**src/rtl/barrel_shifter_pipe.sv**
```systemverilog
// Pipelined shift/rotate unit with valid/ready flow control.
// One register slice per log2 move; the whole pipe stalls together on back-pressure.
module barrel_shifter_pipe #(
    parameter  int unsigned BW_DATA = 8,
    localparam int unsigned BW_CTRL = $clog2(BW_DATA)
) (
    input  logic               i_clk,
    input  logic               i_rst,
    input  logic               i_valid,
    output logic               o_ready,
    input  logic [BW_DATA-1:0] i_a,
    input  logic [BW_CTRL-1:0] i_k,
    input  logic               i_left,
    input  logic [1:0]         i_mode,
    output logic               o_valid,
    input  logic               i_ready,
    output logic [BW_DATA-1:0] o_y,
    output logic               o_zero
);

    localparam int unsigned BW_DBL = 2 * BW_DATA;

    logic               en;

    logic [BW_DATA-1:0] data_q  [BW_CTRL];
    logic               valid_q [BW_CTRL];
    logic [BW_CTRL-1:0] k_q     [BW_CTRL];
    logic               left_q  [BW_CTRL];
    logic [1:0]         mode_q  [BW_CTRL];
    logic               sign_q  [BW_CTRL];

    logic [BW_DATA-1:0] in_data  [BW_CTRL];
    logic               in_valid [BW_CTRL];
    logic [BW_CTRL-1:0] in_k     [BW_CTRL];
    logic               in_left  [BW_CTRL];
    logic [1:0]         in_mode  [BW_CTRL];
    logic               in_sign  [BW_CTRL];
    logic [BW_DATA-1:0] nxt_data [BW_CTRL];

    // Single fixed-distance move; mode 11 falls into the logical branch.
    function automatic logic [BW_DATA-1:0] move_by(
        input logic [BW_DATA-1:0] d,
        input int unsigned        amt,
        input logic               left,
        input logic [1:0]         mode,
        input logic               sign
    );
        logic [BW_DBL-1:0]  wide;
        logic [BW_DATA-1:0] r;
        wide = '0;
        r    = d;
        case (mode)
            2'b00: begin
                if (left) begin
                    wide = {d, d} << amt;
                    r    = wide[BW_DBL-1:BW_DATA];
                end else begin
                    wide = {d, d} >> amt;
                    r    = wide[BW_DATA-1:0];
                end
            end
            2'b10: begin
                if (left) begin
                    r = d << amt;
                end else begin
                    wide = {{BW_DATA{sign}}, d} >> amt;
                    r    = wide[BW_DATA-1:0];
                end
            end
            default: r = left ? (d << amt) : (d >> amt);
        endcase
        return r;
    endfunction

    assign en      = ~o_valid | i_ready;
    assign o_ready = en;
    assign o_valid = valid_q[BW_CTRL-1];
    assign o_y     = data_q[BW_CTRL-1];
    assign o_zero  = ~|o_y;

    // Stage 0 takes the ports; later stages take the previous slice.
    always_comb begin
        in_data[0]  = i_a;
        in_valid[0] = i_valid;
        in_k[0]     = i_k;
        in_left[0]  = i_left;
        in_mode[0]  = i_mode;
        in_sign[0]  = i_a[BW_DATA-1];
        for (int unsigned s = 1; s < BW_CTRL; s++) begin
            in_data[s]  = data_q[s-1];
            in_valid[s] = valid_q[s-1];
            in_k[s]     = k_q[s-1];
            in_left[s]  = left_q[s-1];
            in_mode[s]  = mode_q[s-1];
            in_sign[s]  = sign_q[s-1];
        end
        for (int unsigned s = 0; s < BW_CTRL; s++) begin
            nxt_data[s] = in_data[s];
            if (in_k[s][BW_CTRL-1-s]) begin
                nxt_data[s] = move_by(in_data[s], 1 << (BW_CTRL-1-s),
                                      in_left[s], in_mode[s], in_sign[s]);
            end
        end
    end

    always_ff @(posedge i_clk) begin
        if (i_rst) begin
            for (int unsigned s = 0; s < BW_CTRL; s++) begin
                data_q[s]  <= '0;
                valid_q[s] <= 1'b0;
                k_q[s]     <= '0;
                left_q[s]  <= 1'b0;
                mode_q[s]  <= 2'b00;
                sign_q[s]  <= 1'b0;
            end
        end else if (en) begin
            for (int unsigned s = 0; s < BW_CTRL; s++) begin
                data_q[s]  <= nxt_data[s];
                valid_q[s] <= in_valid[s];
                k_q[s]     <= in_k[s];
                left_q[s]  <= in_left[s];
                mode_q[s]  <= in_mode[s];
                sign_q[s]  <= in_sign[s];
            end
        end
    end

endmodule

```
**config.mk**
```make
export PLATFORM = sky130hd
export DESIGN_NAME = barrel_shifter_pipe
export DESIGN_NICKNAME = d
export VERILOG_FILES = /design/src/rtl/barrel_shifter_pipe.sv
export SDC_FILE = /design/constraint.sdc
export NUM_CORES = 1
export LEC_CHECK = 0
export BUFFER_PORTS_ARGS = -buffer_cell sky130_fd_sc_hd__buf_2
export CAP_MARGIN = 20
export CORE_ASPECT_RATIO = 1.5
export CORE_UTILIZATION = 25
export CTS_CLUSTER_SIZE = 30
export DETAILED_ROUTE_END_ITERATION = 8
export PLACE_DENSITY = 0.49
export SLEW_MARGIN = 5
export SYNTH_ARGS = -nofsm -noshare
export SYNTH_HDL_FRONTEND = slang
export SYNTH_SLANG_ARGS = --single-unit
```
**constraint.sdc**
```tcl
create_clock -name i_clk -period 1.8 [get_ports i_clk]
set_input_delay 0.36 -clock i_clk [delete_from_list [all_inputs] [get_ports i_clk]]
set_output_delay 0.36 -clock i_clk [all_outputs]
set_load 0.005 [all_outputs]
```
# --- Yosys cells after proc, flatten, opt, wreduce, memory -nomap -nowiden ---
# Memories as Yosys holds them, arrays and structs flattened.
# Cells that the tools add are included.
classes:
  n_eq_ne: 3
  bitwise_logic: 20
  reduce_logical: 5
  mux: 37
ops:
  columns: ["cell", "n"]
  rows:
  - ["$mux 8", 14]
  - ["$pmux 8 s2", 3]
  - ["$or 1x1->1", 19]
  - ["$mux 1", 14]
  - ["$mux 3", 3]
  - ["$reduce_or 8->1", 1]
  - ["$eq 2x2->1 const B", 3]
  - ["$logic_not 2->1", 3]
  - ["$mux 2", 3]
  - ["$logic_not 1->1", 1]
  - ["$not 1->1", 1]
totals:
  mem_bits_rw: 48
  input_bits: 18
  mem_count: 6
  out_inout_bits: 11
  regBits: 0
mem_list:
  columns: ["memory", "depth", "word_bits", "rd", "rd_clocked_by_memory_dff", "write_ports", "line_no", "rtl"]
  rows:
  - ["data_q", 3, 8, 3, 0, 3, "25", "logic [BW_DATA-1:0] data_q [BW_CTRL];"]
  - ["k_q", 3, 3, 2, 0, 3, "27", "logic [BW_CTRL-1:0] k_q [BW_CTRL];"]
  - ["mode_q", 3, 2, 2, 0, 3, "29", "logic [1:0] mode_q [BW_CTRL];"]
  - ["left_q", 3, 1, 2, 0, 3, "28", "logic left_q [BW_CTRL];"]
  - ["sign_q", 3, 1, 2, 0, 3, "30", "logic sign_q [BW_CTRL];"]
  - ["valid_q", 3, 1, 3, 0, 3, "26", "logic valid_q [BW_CTRL];"]

# --- Depth between registers and ports, before layout ---
depth:
  depth_word: 6
  mapped_depth: 4
  depth_no_buf: 3

# --- Least setup slack after synthesis ---
# OpenSTA, ideal clock, no wires.
synth_path:
  path_kind: "register to register"
  startpoint: "mem valid_q[2][0], in the netlist valid_q[0][2]"
  endpoint: "mem data_q[0][0] (enable)"
  setup_ns: 0.378
  required_ns: 1.422
  path_stages_with_launch: 3
  period_less_slack_ns: 1.450
  setup_slack_ns: 0.350
  arrival_ns: 1.072
  path_cell_list: "edfxtp_1 -> nand2b_4 -> or2_2"
synth_rtl:
  columns: ["element", "line_no"]
  rows:
  - ["start: declaration", "26"]
  - ["end: declaration", "25"]

==> impl_results.md <==
* Post-Syn Instances at 163
* Hold Crit Class: primary input to register
* CTS tree: yes
* DRC at 0
* Syn nets at 181
* Vias in the first global route at 1245
* Final HPWL DP at 2210 um
* Total Wirelength at 3130 um
* WHS Path Cells at 2
* Ranking of synthesized cells by area: edfxtp_1 57%, mux2i_1 5.5%, and2_1 4.4%
* Antenna diodes at 0
* Sequential share of the synthesized area at 0.5743
* Fmax at 567.8 MHz
* DIE AREA at 8316 um^2
* Initial antenna violation count at 0
* Post-synthesis compound-gate area fraction at 0.1152
* CP max stage delay at 0.54 ns
* Global route overflow at 0
* Setup skew after layout at 0.002541 ns
* Synthesized area per cell at 12.19 um^2
* Vias per cell at 4.291
* Seq pwr share at 0.516
* Int Power at 1.680 mW
* Max Transition Viols Final at 0
* All-Layer GR Usage at 0.08585
* Clk sinks at 38
* Synth Cell Area at 1987 um^2
* Slowest CP cell: or4_4
* DRT iter0 DRCs at 22
* Register Area at 1141 um^2
* Most frequent cells in the layout: 38 x edfxtp_1, 28 x buf_2, 22 x nor2_1
* Routability cong. at 0.7759
* Yosys warns at 0
* Layout area overhead at 14.92%
* Top Ports at 29
* DRT antenna net count at 0
* Top Usage Layer GRT: met2
* CP arrival at 1.40 ns
* Worst VDD drop at 0.3228 mV
* Share of layout cells above drive strength 1 at 0.2678
* Critical Path End Type: output pin
* Rel. slew slack at 0.4464
* Synth Area in Simple Gates at 0.1914
* Met1 usage at 0.08295
* Row count at 39
* Tightest Pin Transition at 0.8304 ns
* Power per cell area at 944.3 nW/um^2
* Synth Register Bits at 38
* Most common cell after layout, fill and taps aside: edfxtp_1
* Setup Crit Path Kind: register to output pin
* Switching share of total power at 0.2208
* Worst R2R End: data_q[0][14]$_SDFFCE_PN0P_
* Min-Delay Endpoint: valid_q[0][0]$_SDFFCE_PN0P_
* Reg2Reg Depth at 2
* DR WL/cell at 10.98 um
* Multiplexer area fraction after synthesis at 0.05542
* Top Family by Delay on Critical Path: simple AND/OR/NAND/NOR gates
* # fillers at 796
* Vias at 1223
* Final hold viol count at 0
* Met2 Use GR at 0.1598
* Post-synthesis xor/xnor area fraction at 0
* Startpoint types: register
* Largest net degree at the start of global routing at 39
* PortBufs at 28
* Leakage at 0.8581 nW
* Power Total at 2.156 mW
* Die span in y at 111.2 um
* Synth cell types at 28
* Final min period at 1.761 ns
* Layout net count at 200
* Worst EP required at 1.44 ns
* Clock transition at path regs at 0.05 ns
* Min-delay src: i_valid
* Core area at 7661 um^2
* First drt pass iteration count at 4
* Max Root-Sink Buffers at 2
* Synth area leader: edfxtp_1
* First-pass GRT wire length at 5464 um
* CTS buffer count at 5
* Final setup viols at 0
* Logic pwr share at 0.106
* Adder-cell share of the synthesized area at 0
* WP buf/inv at 1
* Status: finished clean
* Clock Root Buffer: clkbuf_16
* CP Cell Sequence: or4_4, nor2_2, buf_2
* Share of the synthesized area in the top cell type at 0.5743
* Main combinational cell family by area after synthesis: simple AND/OR/NAND/NOR gates
* Setup Total Neg Slack at 0 ns
* R2R Setup Slk at 0.23 ns
* R2R Path Start: valid_q[0][2]$_SDFFCE_PN0P_
* Final clock period utilization by the worst path at 0.9784
* Met3 Use GR at 0.01636
* Switching power total at 476.1 uW
* Die width at 74.79 um
* Clock network power share at 0.377
* CTS H-tree lvls at 2
* Multi-input logic area at 729.5 um^2
* MaxCap Viol Count at 0
* Starting Density at 0.2594
* Clk_lat worst skew at 0.27 ns
* Unrepaired setup endpoints after global routing: yes
* Crit path max fanout at 2
==> cells by family (layout without fill, tap and decap cells) <==
logic type / Yosys count / in the layout
AOI/OAI and AO/OA: 27 / 27
buffers and inverters: 17 / 37
DFF: 38 / 38
muxes: 11 / 11
and+or+nand+nor: 70 / 70
==> power groups by stage <==
stage	logic (mW)	clock network [mW]	registers (mW)
floorplan	0.195	0	1.10
global placement	0.219	0	1.13
detailed placement	0.221	0	1.13
CTS	0.222	0.839	1.11
global route	0.264	0.871	1.13
finish	0.229	0.814	1.11
==> synthesized netlist by cell type, drive strengths merged <==
library cell,count
a211oi,14
mux2i,11
nand3,7
o311a,1
clkbuf,2
nand2,8
a311oi,5
and2b,1
o21ai,1
a21oi,4
nor3,1
or4,2
or2,1
o21bai,1
o31a,1
buf,15
and2,14
nand3b,2
nor2,23
and4bb,1
edfxtp,38
nor2b,1
nand2b,9
==> layout make-up <==
class / instances / share of cell area
clock buffers: 6 / 0.05644
clock inverters: 2 / 0.003836
multi-input cells: 108 / 0.3195
flip-flops and latches: 38 / 0.4997
well taps: 102 / 0.05589
repair buffers: 29 / 0.06466
==> what timing repair did <==
item / in CTS / in global routing
endpoints found under the hold margin: 0 / 0
gates resized for setup: 0 / 3
endpoints found under the setup margin: 0 / 1
hold buffers: 0 / 0
setup buffers: 0 / 0
==> worst max path at each step <==
stage | end | startpoint | slack (ns) | cells past startpoint
4_1_cts | o_zero | data_q[0][21]$_SDFFCE_PN0P_ | 0.03 | 3
5_1_grt | o_zero | data_q[0][22]$_SDFFCE_PN0P_ | -0.03 | 3
3_5_place_dp | data_q[0][0]$_SDFFCE_PN0P_ | i_ready | 0.14 | 3
6_report | o_zero | data_q[0][17]$_SDFFCE_PN0P_ | 0.04 | 3
2_1_floorplan | data_q[0][0]$_SDFFCE_PN0P_ | valid_q[0][2]$_SDFFCE_PN0P_ | 0.35 | 2
3_3_place_gp | data_q[0][2]$_SDFFCE_PN0P_ | i_ready | 0.16 | 3
==> layer usage <==
layer  share of wire  vias to the layer above
li1                -                      630
met1            0.39                      556
met2            0.56                       30
met3           0.024                        7
met4           0.029                        0
met5               0                        -
==> sequential cells by signal (all words and copies together), names as in the netlist <==
signal and cells:
k_q 3, valid_q 3, data_q 24, sign_q 2, left_q 2, mode_q 4
==> metrics by stage <==
| stage | setup slack (ns) | util | hold WS (ns) | cell area [um^2] | cells |
|---|---|---|---|---|---|
| after CTS | 0.03248 | 0.2968 | 0.3631 | 2273 | 285 |
| after floorplan | 0.3496 | - | 0.4967 | 1987 | 163 |
| after global placement | 0.1589 | 0.2788 | 0.5012 | 2136 | 277 |
| final | 0.03887 | 0.2981 | 0.3639 | 2283 | 285 |
| after global routing | -0.02535 | 0.2981 | 0.3727 | 2283 | 285 |
| after detailed placement | 0.1374 | 0.2788 | 0.5093 | 2136 | 277 |
Note: power is estimated with default switching activity, not from simulation.
